`src/rtl/vga_frame_scheduler.sv`:
```
// vga_frame_scheduler: stages display updates from the elevator FSM and the
// people generator, and commits them to the pixel_gen-facing registers only
// at the start of vertical blanking, so a frame never mixes old and new data.

module vga_frame_scheduler #(
    parameter int unsigned VERT_ACTIVE = 480,
    parameter int unsigned DEST_W      = 8,
    parameter int unsigned PEOPLE_W    = 26
) (
    input  logic                pixel_clk,
    input  logic                reset_n,
    input  logic [9:0]          horiz_count,
    input  logic [9:0]          vert_count,
    input  logic                hold,
    input  logic                dest_req,
    input  logic [DEST_W-1:0]   dest_in,
    input  logic [1:0]          state_in,
    output logic                dest_ack,
    input  logic                ppl_req,
    input  logic [PEOPLE_W-1:0] ppl_in,
    output logic                ppl_ack,
    output logic [DEST_W-1:0]   destination,
    output logic [1:0]          sim_state,
    output logic [PEOPLE_W-1:0] people_data,
    output logic                commit_pulse,
    output logic [7:0]          frame_count,
    output logic                pending
);

    localparam logic [9:0] VertActiveLine = 10'(VERT_ACTIVE);

    typedef enum logic [1:0] {
        StActive,
        StCommit,
        StBlank
    } state_e;

    state_e state_q, state_d;

    // Staging slots
    logic                dest_full_q, dest_full_d;
    logic [DEST_W-1:0]   dest_stage_q, dest_stage_d;
    logic [1:0]          st_stage_q, st_stage_d;
    logic                dest_ack_q;

    logic                ppl_full_q, ppl_full_d;
    logic [PEOPLE_W-1:0] ppl_stage_q, ppl_stage_d;
    logic                ppl_ack_q;

    // Committed outputs
    logic [DEST_W-1:0]   destination_q, destination_d;
    logic [1:0]          sim_state_q, sim_state_d;
    logic [PEOPLE_W-1:0] people_q, people_d;
    logic                commit_pulse_q, commit_pulse_d;
    logic [7:0]          frame_count_q, frame_count_d;
    logic                pending_q;

    logic at_boundary;
    logic at_top;
    logic in_commit;
    logic do_commit;
    logic dest_cap;
    logic ppl_cap;

    // Decode timing points and the per-cycle capture/commit qualifiers
    always_comb begin
        at_boundary = (vert_count == VertActiveLine) && (horiz_count == 10'd0);
        at_top      = (vert_count == 10'd0) && (horiz_count == 10'd0);
        in_commit   = (state_q == StCommit);
        do_commit   = in_commit && !hold;
        dest_cap    = dest_req && !dest_full_q && !in_commit;
        ppl_cap     = ppl_req && !ppl_full_q && !in_commit;
    end

    // Frame FSM next-state: boundary only honoured in ACTIVE, so one commit per frame
    always_comb begin
        state_d = state_q;
        unique case (state_q)
            StActive: if (at_boundary) state_d = StCommit;
            StCommit: state_d = StBlank;
            StBlank:  if (at_top) state_d = StActive;
            default:  state_d = StActive;
        endcase
    end

    // Frame FSM state register
    always_ff @(posedge pixel_clk or negedge reset_n) begin
        if (!reset_n) begin
            state_q <= StActive;
        end else begin
            state_q <= state_d;
        end
    end

    // Elevator slot next-state: capture when empty, clear on a committed frame
    always_comb begin
        dest_full_d  = dest_full_q;
        dest_stage_d = dest_stage_q;
        st_stage_d   = st_stage_q;
        if (dest_cap) begin
            dest_full_d  = 1'b1;
            dest_stage_d = dest_in;
            st_stage_d   = state_in;
        end else if (do_commit) begin
            dest_full_d = 1'b0;
        end
    end

    // People slot next-state: same rules as the elevator slot
    always_comb begin
        ppl_full_d  = ppl_full_q;
        ppl_stage_d = ppl_stage_q;
        if (ppl_cap) begin
            ppl_full_d  = 1'b1;
            ppl_stage_d = ppl_in;
        end else if (do_commit) begin
            ppl_full_d = 1'b0;
        end
    end

    // Staging slot registers and capture acknowledges
    always_ff @(posedge pixel_clk or negedge reset_n) begin
        if (!reset_n) begin
            dest_full_q  <= 1'b0;
            dest_stage_q <= '0;
            st_stage_q   <= 2'b00;
            dest_ack_q   <= 1'b0;
            ppl_full_q   <= 1'b0;
            ppl_stage_q  <= '0;
            ppl_ack_q    <= 1'b0;
            pending_q    <= 1'b0;
        end else begin
            dest_full_q  <= dest_full_d;
            dest_stage_q <= dest_stage_d;
            st_stage_q   <= st_stage_d;
            dest_ack_q   <= dest_cap;
            ppl_full_q   <= ppl_full_d;
            ppl_stage_q  <= ppl_stage_d;
            ppl_ack_q    <= ppl_cap;
            // Registered copy of the next flags, so pending tracks the slots exactly
            pending_q    <= dest_full_d | ppl_full_d;
        end
    end

    // Commit next-state: copy only full slots; hold skips the copy but not the count
    always_comb begin
        destination_d  = destination_q;
        sim_state_d    = sim_state_q;
        people_d       = people_q;
        commit_pulse_d = 1'b0;
        frame_count_d  = frame_count_q;
        if (in_commit) begin
            frame_count_d = frame_count_q + 8'd1;
        end
        if (do_commit) begin
            commit_pulse_d = dest_full_q | ppl_full_q;
            if (dest_full_q) begin
                destination_d = dest_stage_q;
                sim_state_d   = st_stage_q;
            end
            if (ppl_full_q) begin
                people_d = ppl_stage_q;
            end
        end
    end

    // Committed output registers feeding pixel_gen
    always_ff @(posedge pixel_clk or negedge reset_n) begin
        if (!reset_n) begin
            destination_q  <= '0;
            sim_state_q    <= 2'b00;
            people_q       <= '0;
            commit_pulse_q <= 1'b0;
            frame_count_q  <= 8'd0;
        end else begin
            destination_q  <= destination_d;
            sim_state_q    <= sim_state_d;
            people_q       <= people_d;
            commit_pulse_q <= commit_pulse_d;
            frame_count_q  <= frame_count_d;
        end
    end

    assign dest_ack     = dest_ack_q;
    assign ppl_ack      = ppl_ack_q;
    assign destination  = destination_q;
    assign sim_state    = sim_state_q;
    assign people_data  = people_q;
    assign commit_pulse = commit_pulse_q;
    assign frame_count  = frame_count_q;
    assign pending      = pending_q;

endmodule

```
`config.mk`:
```
export PLATFORM = sky130hd
export DESIGN_NAME = vga_frame_scheduler
export DESIGN_NICKNAME = d
export VERILOG_FILES = /design/src/rtl/vga_frame_scheduler.sv
export SDC_FILE = /design/constraint.sdc
export NUM_CORES = 1
export LEC_CHECK = 0
export ABC_AREA = 1
export CORE_ASPECT_RATIO = 1.25
export CORE_UTILIZATION = 40
export DETAILED_ROUTE_END_ITERATION = 8
export PLACE_DENSITY_LB_ADDON = 0.3
export SLEW_MARGIN = 20
export SYNTH_ARGS = -nofsm -noshare
export SYNTH_HDL_FRONTEND = slang
export SYNTH_SLANG_ARGS = --single-unit
```
`constraint.sdc`:
```
create_clock -name pixel_clk -period 1.3 [get_ports pixel_clk]
set_input_delay 0.26 -clock pixel_clk [delete_from_list [all_inputs] [get_ports pixel_clk]]
set_output_delay 0.26 -clock pixel_clk [all_outputs]
set_load 0.02 [all_outputs]
```
# Word level (Yosys, flattened, before mapping)
# Index checks and enable logic that the tools add are counted.
[word_totals]
inputBits = 61
word_cells = 47
out_inout_bits = 48
ff_bits = 88
[classes]
reduce_logical = 17
bitwise_logic = 2
n_eq_ne = 5
mux = 8
n_addsub = 1
[ops]
columns = ["op", "count"]
rows = [
  ["$logic_not A10 Y1", 2],
  ["$eq A10 B9 Y1 const B", 1],
  ["$add A8 B1 Y8 const B", 1],
  ["$logic_and A1 B1 Y1", 7],
  ["$pmux W2 S3", 1],
  ["$reduce_and A2 Y1", 3],
  ["$mux W1", 5],
  ["$logic_not A1 Y1", 4],
  ["$mux W2", 2],
  ["$ne A2 B2 Y1 const B", 2],
  ["$eq A2 B1 Y1 const B", 1],
  ["$eq A2 B2 Y1 const B", 1],
  ["$logic_not A2 Y1", 1],
  ["$or A1 B1 Y1", 2],
]

# Depth between registers and ports, before layout
# Gate-level depths: netlist (run 1).
[depth]
depth_word = 5
mapped_depth = 7
mapped_depth_nobuf = 7

# Worst setup path after synthesis (run 1)
# Ideal clock, no wire load.
[synth_timing]
kind = "register -> register"
start = "register state_q[1]"
end = "register people_q[10], in the netlist people_data[10]"
path_stages_with_launch = 8
t_arrival_ns = 1.040
required_ns = 1.183
slack_ns = 0.143
synth_period_minus_slack_ns = 1.157
path_cell_list = "dfrtp_1 > inv_2 > nand2_4 > nor2_8 > nand2_4 > buf_6 > nand2_1 > nand2_1"
[synth_between]
elab_chain_cells = 3
[synth_rtl]
columns = ["item", "line_no", "text"]
rows = [
  ["start: declaration", "38", "state_e state_q, state_d;"],
  ["start signal: assignment", "89", "state_q <= StActive;"],
  ["start signal: assignment", "91", "state_q <= state_d;"],
  ["$eq A2 B1 Y1", "69", "in_commit = (state_q == StCommit);"],
  ["$logic_and A1 B1 Y1", "70", "do_commit = in_commit && !hold;"],
  ["$reduce_and A2 Y1 (no source line)", "-", ""],
  ["end signal: assignment", "178", "people_q <= people_d;"],
  ["end: declaration", "53", "logic [PEOPLE_W-1:0] people_q, people_d;"],
]
# Every way passes these cells.
# A chain may end at the register's enable or synchronous reset.

# Final worst setup path (run 1)
[layout_timing]
start = "register state_q[1]"
end = "register people_q[25], in the netlist people_data[25]"
# The elaborated chain is that of the path after synthesis.

==> flow_metrics.tcl, run 1 <==
set metrics [dict create \
    outcome "completed" \
    synth_cell_type_count 24 \
    vdd_drop_max_v 0.0008585 \
    drive_above_1_share 0.1879 \
    portBuffers 108 \
    rows 38 \
    grt_max_degree 44 \
    clk_pin_slew_ps 90 \
    die_h_um 108.5 \
    synth-warning-count 0 \
    netlist_instances 397 \
    r2r_start "state_q[1]" \
    post-route-min-period_ps 1267 \
    setup_tns_ps 0 \
    power_density_mw_per_mm2 1213 \
    worstSkewPairLatency_ps 360 \
    fmax_ghz 0.7892 \
    ant_nets 0 \
    crit_start "state_q[1]" \
    io_pins 109 \
    die_area_mm2 0.009458 \
    cts_max_level 3 \
    maxSlewViolCount 0 \
    area_delta_synth_final_pct 37.62 \
    holdWs_ps 266.7 \
    nNetsFinal 584 \
    crit_type "register to register" \
    drtIter0Drc 173 \
    routedWlPerCell_um 12.25 \
    worst_pin_slew_ps 261.2 \
    worstPathCellList "inv_2 > nand2_8 > nor2_8 > nand2_8 > nand2_1 > o21ai_0" \
    hold_violations 0 \
    place.gp.congestion 0.7980 \
    layout_setup_ws_ps 32.87 \
    grt.overflow.total 0 \
    hold_path_class "input pin to async pin" \
    leakage_nw 2.679 \
    start_util 0.4148 \
    final.period_utilization 0.9747 \
    crit_path_max_incr_delay_ps 410 \
    drt_pass1_iterations 5 \
    post-place-ws_ps -229.3 \
    skew_ps 11.88 \
    setup_viol 0 \
    cts_buffers 9 \
    drc_errors 0 \
    root_buffer "clkbuf_8" \
    rsz0062_at_grt "yes" \
    startpoint_type "register" \
    postCtsSetupBuffers 0 \
    mostFrequentLayoutCell "nand2_1" \
    synth_area_leader_cell "dfrtp_1" \
    netlist_top_cells_area "dfrtp_1 (61%), nand2_1 (20%), nand3_1 (4.8%), inv_1 (2.0%), buf_6 (1.9%)" \
    synthesis.nets 459 \
    crit_slowest_cell "dfrtp_1" \
    grt_pass1_vias 2855 \
    drt_wl_total_um 7925 \
    ys_seq_area_frac 0.6069 \
    cp.required_ps 1540 \
    antenna_found_initial 0 \
    clock_path_buffers 2 \
    die_width_um 87.19 \
    via_per_inst 4.538 \
    critPathMaxFanout 28 \
    post_dp_cell_area_mm2 0.004940 \
    syn_area_mm2 0.003628 \
    cpMostUsedCell "nand2_8" \
    maxCapViolations 0 \
    vias 2936 \
    dp_hpwl_um 5730 \
    ys_seq_elements 88 \
    grt_pass1_wl_um 13160 \
    fin_util 0.5708 \
    critPathArrivalTime_ps 1510 \
    worstSetupEndpointType "register" \
    cts_tree "built" \
    layout_common_cells "nand2_1 (189), dfrtp_1 (88), clkdlybuf4s50_1 (59), buf_2 (39), nand3_1 (35)" \
    syn_avg_cell_area_um2 9.140 \
    core-area_mm2 0.008748 \
    cts_sinks 88 \
    yosysTopAreaCellShare 0.6069 \
    stdcell_area_mm2 0.004994 \
    antenna_cells 0 \
    slew_headroom 0.8259 \
    track_usage 0.1833 \
]
[flip-flops by register name, summed over array words and instances, names as in the netlist]
name          count
frame_count       8
state_q           2
ppl_stage_q      26
st_stage_q        2
commit_pulse      1
dest_ack          1
destination       8
pending           1
sim_state         2
dest_full_q       1
ppl_ack           1
ppl_full_q        1
dest_stage_q      8
people_data      26
[per-stage QoR]
stage,std cells,power [mW]
floorplan,397,3.709
global placement,630,4.074
detailed placement,630,4.113
CTS,647,6.141
global route,647,6.399
finish,647,6.057
[cells in the mapped netlist]
cell type and n:
nand2_1 189, dfrtp_1 88, nand3_1 35, inv_1 19, nor2_1 16, buf_6 6
o21ai_0 5, buf_2 4, o21ai_1 4, o21ai_2 4, xor2_1 4, buf_4 3
nand2_4 3, nand4_1 3, clkbuf_1 2, inv_2 2, nand3_4 2, nand3b_1 2
ha_1 1, inv_4 1, nor2_8 1, nor3_1 1, nor3_4 1, nor3b_1 1
[timing repair]
item                                    4_1_cts  5_1_grt
endpoints found under the setup margin       63       68
resized for setup                           149       39
hold buffers                                  1        0
pin swaps                                     0        0
endpoints found under the hold margin        88        0
[final timing paths]
check | to | slack, ps | depth (start not counted)
setup reg to reg | people_data[25] | 30 | 6
hold reg to reg | people_data[3] | 470 | 2
setup / recovery | people_data[25] | 30 | 6
hold / removal | frame_count[4] | 270 | 2
max in group asynchronous | people_data[9] | 570 | 3
min in group pixel_clk | ppl_stage_q[15] | 430 | 3
[metal layers]
| layer | GRT usage | wire, µm | vias to the layer above |
|---|---|---|---|
| met4 | 0.06440 | 116 | 0 |
| li1 | - | - | 1480 |
| met3 | 0.05038 | 306 | 10 |
| met1 | 0.2191 | 3417 | 1367 |
| met5 | 0 | 0 | - |
| met2 | 0.3161 | 4084 | 79 |
[report_power, final]
group / total (mW) / switching, mW / internal [mW]
Clock: 2.00 / 0.907 / 1.10
Sequential: 3.30 / 0.185 / 3.11
Combinational: 0.758 / 0.377 / 0.380
[critical path, delay by kind of cell (launching register included)]
family	cells	cell delay (ps)
compound gates	1	70
buf+inv	1	110
flops	1	410
simple gates	4	540
[layout make-up]
cell class | instances | area [µm²]
Clock buffer | 14 | 182.7
Timing Repair Buffer | 129 | 1092
Inverter | 22 | 87.58
Multi-Input combinational cell | 272 | 1244
Sequential cell | 88 | 2202
Fill cell | 839 | 3755
Clock inverter | 2 | 35.03
Tap cell | 120 | 150.1
[cells by family after synthesis]
logic type               after synthesis  synth area share
AO/OA/AOI/OAI                         13           0.02207
XOR/XNOR                               4          0.009654
adder cells (fa/ha/maj)                1          0.003448
buffers and inverters                 37           0.05586
flip-flops                            88            0.6069
AND/OR/NAND/NOR                      254            0.3021
(Power assumes the default switching activity.)
==> run 2, diff against run 1 <==
--- a/config.mk
+++ b/config.mk
@@ -10,6 +10,7 @@
 export CORE_UTILIZATION = 40
 export DETAILED_ROUTE_END_ITERATION = 8
 export PLACE_DENSITY_LB_ADDON = 0.3
+export REMOVE_ABC_BUFFERS = 1
 export SLEW_MARGIN = 20
 export SYNTH_ARGS = -nofsm -noshare
 export SYNTH_HDL_FRONTEND = slang
==> flow_metrics.tcl, run 2 (synthesized netlist as in run 1, its figures left out) <==
set metrics [dict create \
    cp.buffers_inverters 1 \
    die_area_mm2 0.009458 \
    grt_pass1_vias 2907 \
    track_usage 0.1827 \
    r2r_start "state_q[1]" \
    layout_common_cells "nand2_1 (183), dfrtp_1 (87), clkdlybuf4s50_1 (59), nand3_1 (34), buf_2 (26)" \
    post_layout_nonfiller_instances 645 \
    dp_hpwl_um 5421 \
    cts_tree "built" \
    routedWlPerCell_um 11.94 \
    critPathMaxFanout 2 \
    cp.required_ps 1040 \
    slew_headroom 0.7819 \
    cts_sinks 88 \
    drive_above_1_share 0.2000 \
    nFillCells 829 \
    core-area_mm2 0.008748 \
    worstRegToRegCells 7 \
    critPathArrivalTime_ps 1030 \
    rows 38 \
    startpoint_type "register" \
    grt.overflow.total 0 \
    root_buffer "clkbuf_8" \
    worst_pin_slew_ps 327.1 \
    mostFrequentLayoutCell "nand2_1" \
    reg2reg_setup_slack_ps 50 \
    ant_nets 0 \
    antenna_found_initial 0 \
    worstPathCellList "clkdlybuf4s15_2" \
    dp.cells 627 \
    nNetsFinal 582 \
    leakage_nw 2.628 \
    crit_slowest_cell "dfrtp_1" \
    power_density_mw_per_mm2 1150 \
    stdcell_area_mm2 0.005009 \
    place.gp.congestion 0.7368 \
    drtIter0Drc 149 \
    power_mw 5.759 \
    worstSetupEndpointType "output port" \
    setup_viol 0 \
    area_delta_synth_final_pct 38.03 \
    die_width_um 87.19 \
    post-route-min-period_ps 1287 \
    crit_type "register to output port" \
    cts_buffers 9 \
    portBuffers 108 \
    grt_max_degree 36 \
    post-place-ws_ps -163.2 \
    layout_setup_ws_ps 13.30 \
    post_dp_cell_area_mm2 0.004930 \
    outcome "completed" \
    drc_errors 0 \
    clock_path_buffers 2 \
    cts_max_level 3 \
    drt_wl_total_um 7704 \
    skew_ps 7.222 \
    via_per_inst 4.512 \
    maxSlewViolCount 0 \
    clk_pin_slew_ps 90 \
    crit_start "people_data[20]" \
    drt_pass1_iterations 4 \
    maxCapViolations 0 \
    hold_path_class "input pin to async pin" \
    antenna_cells 0 \
    grt_pass1_wl_um 13280 \
    fmax_ghz 0.7772 \
    cp_top_family "flip-flops" \
    reg2reg_to "people_data[25]" \
    vias 2910 \
    hold_violations 0 \
    io_pins 109 \
    worstSkewPairLatency_ps 360 \
    vdd_drop_max_v 0.0006041 \
    final.period_utilization 0.9898 \
    die_h_um 108.5 \
    crit_path_max_incr_delay_ps 410 \
    rsz0062_at_grt "yes" \
    start_util 0.4148 \
]
## run 2: area by class of cell
class | instances | area, µm² | share of cell area
clock buffers | 10 | 137.6 | 0.02748
inverters | 22 | 90.09 | 0.01799
multi-input cells | 272 | 1255 | 0.2506
flip-flops and latches | 88 | 2203 | 0.4399
well taps | 120 | 150.1 | 0.02998
clock inverters | 6 | 42.54 | 0.008494
repair buffers | 127 | 1130 | 0.2256
## run 2: timing repair
| item | 4_1_cts | 5_1_grt |
|---|---|---|
| pin swaps | 0 | 1 |
| hold endpoints to repair | 20 | 0 |
| gates resized for setup | 140 | 44 |
| setup buffers | 0 | 1 |
| setup endpoints to repair | 49 | 66 |
| hold buffers | 1 | 0 |
## run 2: per-layer routing
metal  share of wire  GRT usage  vias to the layer above  routed length (µm)
met4           0.017    0.07377                        0                 128
met2            0.49     0.3093                       73                3763
met5               0          0                        -                   0
met3           0.039    0.02595                        9                 297
met1            0.46     0.2353                     1353                3515
li1                -          -                     1475                   -
## run 2: worst max-delay path by stage
stage,endpoint,slack (ps),depth (start not counted)
after detailed placement,people_data[25],-160,6
after global routing,people_data[20],-30,7
final,people_data[20],10,1
after floorplan,ppl_stage_q[25],-260,5
after CTS,people_data[19],1,1
after global placement,people_data[25],-160,6
## run 2: where the power goes
group | switching, mW | internal (mW) | total [mW]
combinational | 0.382 | 0.363 | 0.745
sequential | 0.177 | 3.11 | 3.29
clock | 0.978 | 0.749 | 1.73
total | 1.54 | 4.22 | 5.76
## run 2: worst register-to-register path, cell delays in order (launching register included)
cell and delay (ps):
dfrtp_1 410, inv_2 110, nand2_8 100, nor2_8 170, nand2_4 90, buf_12 160
nand2_1 50, o21ai_1 50
## run 2: metrics by stage
step             util  hold WS, ps  TNS [ps]
2_1_floorplan       -       -35.59     -7712
6_report       0.5725        333.0         0
3_5_place_dp   0.5635        179.0     -6586
4_1_cts        0.5875        332.5         0
3_3_place_gp   0.5635        177.8     -6171
5_1_grt        0.5725        352.6    -251.6
